===== src/rtl/i2s_pkg.sv =====
// i2s_pkg: constants and types shared by the I2S transmit and receive paths.
package i2s_pkg;

    localparam int I2S_DATA_W = 24;
    localparam int I2S_SLOTS  = 32;
    localparam int I2S_CNT_W  = 8;
    localparam int I2S_SLOT_W = $clog2(I2S_SLOTS);

    typedef logic signed [I2S_DATA_W-1:0] sample_t;

    typedef struct packed {
        sample_t l;
        sample_t r;
    } stereo_t;

    // Bit slot within the current channel for a given frame counter value.
    function automatic logic [I2S_SLOT_W-1:0] slot_of(input logic [I2S_CNT_W-1:0] c);
        return c[I2S_SLOT_W+1:2];
    endfunction

endpackage


===== src/rtl/i2s_tx_if.sv =====
// i2s_tx_if: valid/ready stereo sample stream feeding the I2S transmitter.
interface i2s_tx_if #(
    parameter int DATA_W = 24
) ();

    logic              s_valid;
    logic              s_ready;
    logic [DATA_W-1:0] s_left;
    logic [DATA_W-1:0] s_right;

    modport master (
        output s_valid,
        output s_left,
        output s_right,
        input  s_ready
    );

    modport slave (
        input  s_valid,
        input  s_left,
        input  s_right,
        output s_ready
    );

endinterface


===== src/rtl/i2s_tx_fifo.sv =====
// i2s_tx_fifo: small synchronous FIFO of packed {left,right} frames.
// Pointers carry one extra wrap bit so full and empty are told apart by the MSB.
module i2s_tx_fifo #(
    parameter int W     = 48,
    parameter int DEPTH = 4
) (
    input  logic         clk,
    input  logic         nreset,
    input  logic         push,
    input  logic [W-1:0] push_data,
    input  logic         pop,
    output logic [W-1:0] head,
    output logic         full,
    output logic         empty
);

    localparam int AW = $clog2(DEPTH);

    logic [W-1:0]  mem [DEPTH];
    logic [AW:0]   wr_ptr_reg;
    logic [AW:0]   rd_ptr_reg;
    logic          wr_en;
    logic          rd_en;

    assign empty = (wr_ptr_reg == rd_ptr_reg);
    assign full  = (wr_ptr_reg[AW] != rd_ptr_reg[AW]) &&
                   (wr_ptr_reg[AW-1:0] == rd_ptr_reg[AW-1:0]);
    assign wr_en = push & ~full;
    assign rd_en = pop & ~empty;

    // The loader needs the head in the same cycle it decides to pop, so the
    // read is asynchronous; at this depth the array maps to distributed RAM.
    assign head = mem[rd_ptr_reg[AW-1:0]];

    // Storage write; contents need no reset since empty gates every read.
    always_ff @(posedge clk) begin
        if (wr_en) begin
            mem[wr_ptr_reg[AW-1:0]] <= push_data;
        end
    end

    // Read and write pointers, wrapping naturally through the extra bit.
    always_ff @(posedge clk or negedge nreset) begin
        if (!nreset) begin
            wr_ptr_reg <= '0;
            rd_ptr_reg <= '0;
        end else begin
            if (wr_en) begin
                wr_ptr_reg <= wr_ptr_reg + (AW+1)'(1);
            end
            if (rd_en) begin
                rd_ptr_reg <= rd_ptr_reg + (AW+1)'(1);
            end
        end
    end

endmodule


===== src/rtl/i2s_tx.sv =====
// i2s_tx: I2S master transmitter. scki = clk, bck = clk/4, lrck = clk/256.
// One stereo frame is taken from the FIFO every lrck period; an empty FIFO
// yields a muted frame and an underrun pulse.
// Optional: define I2S_TX_UNDERRUN_CNT_EN to add a saturating 16-bit
// underrun_cnt output.
module i2s_tx
    import i2s_pkg::*;
#(
    parameter int DATA_W     = I2S_DATA_W,
    parameter int FIFO_DEPTH = 4
) (
    input  logic        clk,
    input  logic        nreset,
    i2s_tx_if.slave     s_bus,
    output logic        bck,
    output logic        lrck,
    output logic        scki,
    output logic        dout,
    output logic        frame_pop,
    output logic        underrun
`ifdef I2S_TX_UNDERRUN_CNT_EN
    ,
    output logic [15:0] underrun_cnt
`endif
);

    localparam logic [I2S_CNT_W-1:0] CNT_LAST = '1;

    logic [I2S_CNT_W-1:0]  cnt_reg;
    logic [I2S_CNT_W-1:0]  cnt_next;
    logic                  frame_load;
    logic                  bit_tick;
    logic [I2S_SLOT_W-1:0] slot_next;
    logic                  chan_next;
    logic                  slot_active;

    logic                  fifo_full;
    logic                  fifo_empty;
    logic                  fifo_push;
    logic                  fifo_pop;
    logic [2*DATA_W-1:0]   fifo_head;

    logic [DATA_W-1:0]     lsh_reg;
    logic [DATA_W-1:0]     rsh_reg;
    logic                  dout_reg;
    logic                  frame_pop_reg;
    logic                  underrun_reg;

    assign cnt_next    = cnt_reg + I2S_CNT_W'(1);
    assign frame_load  = (cnt_reg == CNT_LAST);
    // dout is launched one clk before each bck period starts (bck falling),
    // so everything is decided on the slot that begins at cnt_next.
    assign bit_tick    = (cnt_reg[1:0] == 2'b11);
    assign slot_next   = slot_of(cnt_next);
    assign chan_next   = cnt_next[I2S_CNT_W-1];
    assign slot_active = (slot_next != '0) && (int'(slot_next) <= DATA_W);

    assign fifo_push   = s_bus.s_valid & ~fifo_full;
    // No bypass: a push on the load edge is not visible to that load.
    assign fifo_pop    = frame_load & ~fifo_empty;
    assign s_bus.s_ready = ~fifo_full;

    assign scki      = clk;
    assign bck       = cnt_reg[1];
    assign lrck      = cnt_reg[I2S_CNT_W-1];
    assign dout      = dout_reg;
    assign frame_pop = frame_pop_reg;
    assign underrun  = underrun_reg;

    i2s_tx_fifo #(
        .W     (2*DATA_W),
        .DEPTH (FIFO_DEPTH)
    ) u_fifo (
        .clk       (clk),
        .nreset    (nreset),
        .push      (fifo_push),
        .push_data ({s_bus.s_left, s_bus.s_right}),
        .pop       (fifo_pop),
        .head      (fifo_head),
        .full      (fifo_full),
        .empty     (fifo_empty)
    );

    // Free-running frame counter; bck and lrck are taps of it.
    always_ff @(posedge clk or negedge nreset) begin
        if (!nreset) begin
            cnt_reg <= '0;
        end else begin
            cnt_reg <= cnt_next;
        end
    end

    // Frame load into the shift registers, then MSB-first shift-out per channel.
    always_ff @(posedge clk or negedge nreset) begin
        if (!nreset) begin
            lsh_reg  <= '0;
            rsh_reg  <= '0;
            dout_reg <= 1'b0;
        end else begin
            if (frame_load) begin
                if (!fifo_empty) begin
                    {lsh_reg, rsh_reg} <= fifo_head;
                end else begin
                    lsh_reg <= '0;
                    rsh_reg <= '0;
                end
            end else if (bit_tick && slot_active) begin
                if (chan_next) begin
                    rsh_reg <= rsh_reg << 1;
                end else begin
                    lsh_reg <= lsh_reg << 1;
                end
            end
            if (bit_tick) begin
                dout_reg <= slot_active &
                            (chan_next ? rsh_reg[DATA_W-1] : lsh_reg[DATA_W-1]);
            end
        end
    end

    // One-cycle status pulses following each frame load.
    always_ff @(posedge clk or negedge nreset) begin
        if (!nreset) begin
            frame_pop_reg <= 1'b0;
            underrun_reg  <= 1'b0;
        end else begin
            frame_pop_reg <= frame_load;
            underrun_reg  <= frame_load & fifo_empty;
        end
    end

`ifdef I2S_TX_UNDERRUN_CNT_EN
    logic [15:0] underrun_cnt_reg;

    assign underrun_cnt = underrun_cnt_reg;

    // Saturating tally of muted frames.
    always_ff @(posedge clk or negedge nreset) begin
        if (!nreset) begin
            underrun_cnt_reg <= '0;
        end else if (frame_load && fifo_empty && (underrun_cnt_reg != 16'hFFFF)) begin
            underrun_cnt_reg <= underrun_cnt_reg + 16'd1;
        end
    end
`endif

endmodule


===== src/flat_wrapper.sv =====
// flat-port wrapper written by rule: the top's interface ports become plain ports
module i2s_tx_flat import i2s_pkg::*;
#(
    parameter int DATA_W     = I2S_DATA_W,
    parameter int FIFO_DEPTH = 4
)
  (clk, nreset, bck, lrck, scki, dout, frame_pop, underrun, s_bus_s_valid, s_bus_s_left, s_bus_s_right, s_bus_s_ready);
  i2s_tx_if #(.DATA_W(DATA_W)) s_bus_i ();
  input  logic clk;
  input  logic nreset;
  output logic bck;
  output logic lrck;
  output logic scki;
  output logic dout;
  output logic frame_pop;
  output logic underrun;
  input wire logic [$bits(s_bus_i.s_valid)-1:0] s_bus_s_valid;
  input wire logic [$bits(s_bus_i.s_left)-1:0] s_bus_s_left;
  input wire logic [$bits(s_bus_i.s_right)-1:0] s_bus_s_right;
  output wire logic [$bits(s_bus_i.s_ready)-1:0] s_bus_s_ready;
  assign s_bus_i.s_valid = s_bus_s_valid;
  assign s_bus_i.s_left = s_bus_s_left;
  assign s_bus_i.s_right = s_bus_s_right;
  assign s_bus_s_ready = s_bus_i.s_ready;
  i2s_tx #(.DATA_W(DATA_W), .FIFO_DEPTH(FIFO_DEPTH)) u_core (.clk(clk), .nreset(nreset), .s_bus(s_bus_i), .bck(bck), .lrck(lrck), .scki(scki), .dout(dout), .frame_pop(frame_pop), .underrun(underrun));
endmodule

===== config.mk =====
export PLATFORM = sky130hd
export DESIGN_NAME = i2s_tx_flat
export DESIGN_NICKNAME = d
export VERILOG_FILES = /design/src/rtl/i2s_pkg.sv /design/src/rtl/i2s_tx_if.sv /design/src/rtl/i2s_tx_fifo.sv /design/src/rtl/i2s_tx.sv /design/src/flat_wrapper.sv
export SDC_FILE = /design/constraint.sdc
export NUM_CORES = 1
export LEC_CHECK = 0
export BUFFER_PORTS_ARGS = -buffer_cell sky130_fd_sc_hd__buf_4
export CORE_UTILIZATION = 53
export DETAILED_ROUTE_END_ITERATION = 7
export PLACE_DENSITY = 0.68
export SLEW_MARGIN = 40
export SYNTH_ARGS = -nofsm -noshare
export SYNTH_HDL_FRONTEND = slang
export SYNTH_SLANG_ARGS = --single-unit

===== constraint.sdc =====
create_clock -name clk -period 3.5 [get_ports clk]
set_input_delay 0.175 -clock clk [delete_from_list [all_inputs] [get_ports clk]]
set_output_delay 0.175 -clock clk [all_outputs]
set_load 0.005 [all_outputs]

==> reports/results.env <==
TIMING.FMAX_GHz=0.401
CRIT_REQUIRED_PS=4030
MET3_WL_POST_DR_UM=835
GRT_START_MAX_NET_PINS=97
ROUTE.LAYER.MET1.WL_UM=8160
CRITPATHLAUNCHTYPE='flip-flop'
DIE_WIDTH_UM=143
FINAL_CORE_UTILIZATION_PCT=65.2
SYNTH_EDF_COUNT=192
REG2REG_SLACK_PS=1000
YS_TYPES=45
MAXSLEWHEADROOM_PCT=50.2
CRIT_PATH_END_KIND='flip-flop'
DETAIL_ROUTE.ITER0.VIOLATIONS=314
DIE_HEIGHT_UM=143
COMPOUND_GATE_PORTION_OF_THE_SYNTHESIZED_AREA_PCT=5.32
WORSTSETUPSTARTPOINT='u_core.cnt_reg[1]'
YS_TOP_CELLS_BY_AREA='sky130_fd_sc_hd__edfxtp_1 (55%), sky130_fd_sc_hd__dfrtp_1 (15%), sky130_fd_sc_hd__mux4_2 (10%)'
GRT.OVERFLOW.TOTAL=0
IOS=58
GRT_PASS1_WL_UM=30300
WORST_HOLD_SLACK_PS=18.1
TIMING.CLOCK.SKEW_PS=16.5
MAXUSEDROUTINGLAYER='met4'
CLOCK_INPUT_TRANSITION_AT_THE_SEQUENTIAL_CELLS_OF_THE_WORST_SETUP_AND_HOLD_PATHS_PS=60
REPORT.FINAL.SETUP_VIOL=0
CRIT_PATH_END='u_core.lsh_reg[0]'
PORT_BUFFER_CELLS=57
GP_ROUTABILITY_CONGESTION=0.752
VIA_PER_INST=5.50
RUN_STATUS='finished clean'
DRT_PASS1_ITERATIONS=4
SYNTHARSTFLOPSHARE_PCT=25.3
POST_SYNTH_AND_OR_NAND_NOR_AREA_FRACTION_PCT=5.22
POST-CTS-SETUP-BUFFERS=0
ROUTED_WIRE_LENGTH_PER_INSTANCE_UM=19.0
MET2WIRELENGTH_UM=9650
DATA_ARRIVAL_TIME_OF_THE_CRITICAL_PATH_PS=3020
CRITICAL_PATH.REG2REG.ENDPOINT='u_core.lsh_reg[0]'
ANTENNA_FOUND_INITIAL=0
CELLPOWERDENSITY_mW_PER_MM2=600
STD_CELL_ROWS=51
DESIGN.DIE.AREA_MM2=0.0205
SYNTH.LARGEST_AREA_CELL='sky130_fd_sc_hd__edfxtp_1'
GRT_USE_TOTAL_PCT=19.9
SYNTHXORXNORAREAFRAC_PCT=1.23
SYNTHESIS.YOSYS.WARNINGS=0
SETUP_REPAIR_AFTER_GLOBAL_ROUTING_MISSED_ITS_MARGIN='no'
MIN_PERIOD_OVER_PERIOD_PCT=71.3
GRT_PASS1_VIAS=5837
N_ANTENNA_CELL=0
ADDER_CELL_FRACTION_OF_SYNTH_AREA_PCT=0.711
CTS_TREE='built'
SYNTH.TOP_CELLS.BY_COUNT='sky130_fd_sc_hd__edfxtp_1 (192), sky130_fd_sc_hd__a21oi_1 (92), sky130_fd_sc_hd__dfrtp_1 (65), sky130_fd_sc_hd__mux4_2 (48), sky130_fd_sc_hd__nor2b_1 (47)'
CTS_REPAIR_RESIZE_COUNT=0
MAX_CAP_VIOLATIONS=0
TIMING.SETUP.TNS_PS=0
SYNTH_AREA_MM2=0.0106
COMBINATIONAL_FAMILY_WITH_THE_MOST_AREA_AFTER_SYNTHESIS='multiplexers'
VIAS=5524
FINALNETCOUNT=776
MAXSLEWVIOLCOUNT=0
TIMING.REG2REG.WORST_PATH_DEPTH=6
WORSTREG2REGSTART='u_core.cnt_reg[1]'
PERIOD_NEEDED_PS=2500
SHARE_OF_CELLS_ABOVE_DRIVE_STRENGTH_1_PCT=24.9
POST-ROUTE-DRC-COUNT=0
CLOCK_LATENCY_AT_THE_LATER_PIN_OF_THE_WORST_SKEW_PAIR_PS=650
POST_SYNTH_INST_COUNT=604
CRITPATHMAXFANOUT=24
START_UTIL_PCT=54.1
PREDOMINANT_POST_SYNTHESIS_FLOP_CELL='sky130_fd_sc_hd__edfxtp_1'
PATH_CLASS='reg2reg'
SYNTH.FF_LATCH_COUNT=257
DETAIL_ROUTE.WIRELENGTH_UM=19100
LARGEST_REGISTER_FFS=192
SYNTH_NETS=661
FINALHOLDVIOLCOUNT=0
FLOW.AREA_GROWTH_FROM_SYNTHESIS_PCT=20.6
POST_SYNTH_MUX_AREA_SHARE_PCT=14.9
POST-DP-HPWL_UM=11300
YOSYS.AREA.TOP_TYPE_SHARE_PCT=54.6
SYNTH.YOSYS.SEQ_AREA_SHARE_PCT=70.0
TIGHTESTPINTRANSITION_PS=746
SYNTH_AREA_PER_CELL_UM2=17.5
IRDROPWORSTVDD_V=0.000579
YOSYS.CELL_COUNT.TOP_TYPE='sky130_fd_sc_hd__edfxtp_1'
CORE_AREA_MM2=0.0195
TIMING.HOLD.WORST.CLASS='in2async'
POWER.LEAKAGE_nW=4.83
DRTANTENNAVIOLNETS=0
-- placed cells by master, fill, tap and decap left out, drive strengths merged, types with 8 or more instances in the layout --
cell and count:
nand2 11, clkbuf 32, a21oi 92, xnor2 8, dlygate4sd3 50, clkinv 14, edfxtp 192, mux2i 46
mux4 48, buf 71, nor2b 47, dfrtp 65
-- cell families after synthesis --
| kind of cell | after synthesis |
|---|---|
| mux | 97 |
| xor+xnor | 14 |
| fa+ha+maj | 6 |
| flops | 257 |
| simple gates | 83 |
| buf+inv | 44 |
| compound gates | 103 |
-- metrics by stage --
step	power (mW)	instances	setup slack (ps)	cell area (µm²)
2_1_floorplan	4.34	604	894	10600
3_3_place_gp	4.65	900	1090	11200
3_5_place_dp	4.70	902	1030	11300
4_1_cts	7.72	1004	1020	12700
5_1_grt	7.92	1004	838	12700
6_report	7.65	1004	1000	12700
-- how the worst min path moves through the flow --
stage | start | end | slack (ps) | cells past startpoint
CTS | nreset | u_core.lsh_reg[22] | 9 | 3
floorplan | nreset | u_core.cnt_reg[0] | -120 | 0
global placement | clk | scki | 260 | 1
global route | nreset | u_core.lsh_reg[22] | 30 | 3
finish | nreset | u_core.lsh_reg[22] | 20 | 3
detailed placement | nreset | u_core.cnt_reg[2] | 70 | 1
-- routing by layer --
metal,track usage (%),vias to the layer above
met5,0,-
met4,7.24,0
met3,3.45,32
met2,34.4,113
met1,25.2,2806
li1,-,2573
-- cell type report --
class / count / area (µm²)
clock buffers: 33 / 754
fillers: 1384 / 6790
flip-flops and latches: 257 / 7400
well taps: 265 / 332
inverters: 7 / 27.5
multi-input cells: 303 / 2920
clock inverters: 19 / 210
repair buffers: 120 / 1100
-- timing repair --
| action | 4_1_cts | 5_1_grt |
|---|---|---|
| hold buffers | 51 | 0 |
| endpoints found under the hold margin | 259 | 0 |
| endpoints found under the setup margin | 0 | 0 |
-- where the power goes --
group	switching, mW	internal (mW)	total (mW)
sequential	0.105	3.80	3.90
clock	1.16	1.84	3.00
combinational	0.443	0.302	0.745
-- critical path: stages (launching register included) --
cell and delay, ps:
sky130_fd_sc_hd__dfrtp_1 430, sky130_fd_sc_hd__ha_1 350, sky130_fd_sc_hd__nor4_2 450, sky130_fd_sc_hd__or3_1 170, sky130_fd_sc_hd__mux2_4 170, sky130_fd_sc_hd__nand3_4 360
sky130_fd_sc_hd__a32o_1 430
Power figures use the tool's default switching activity.
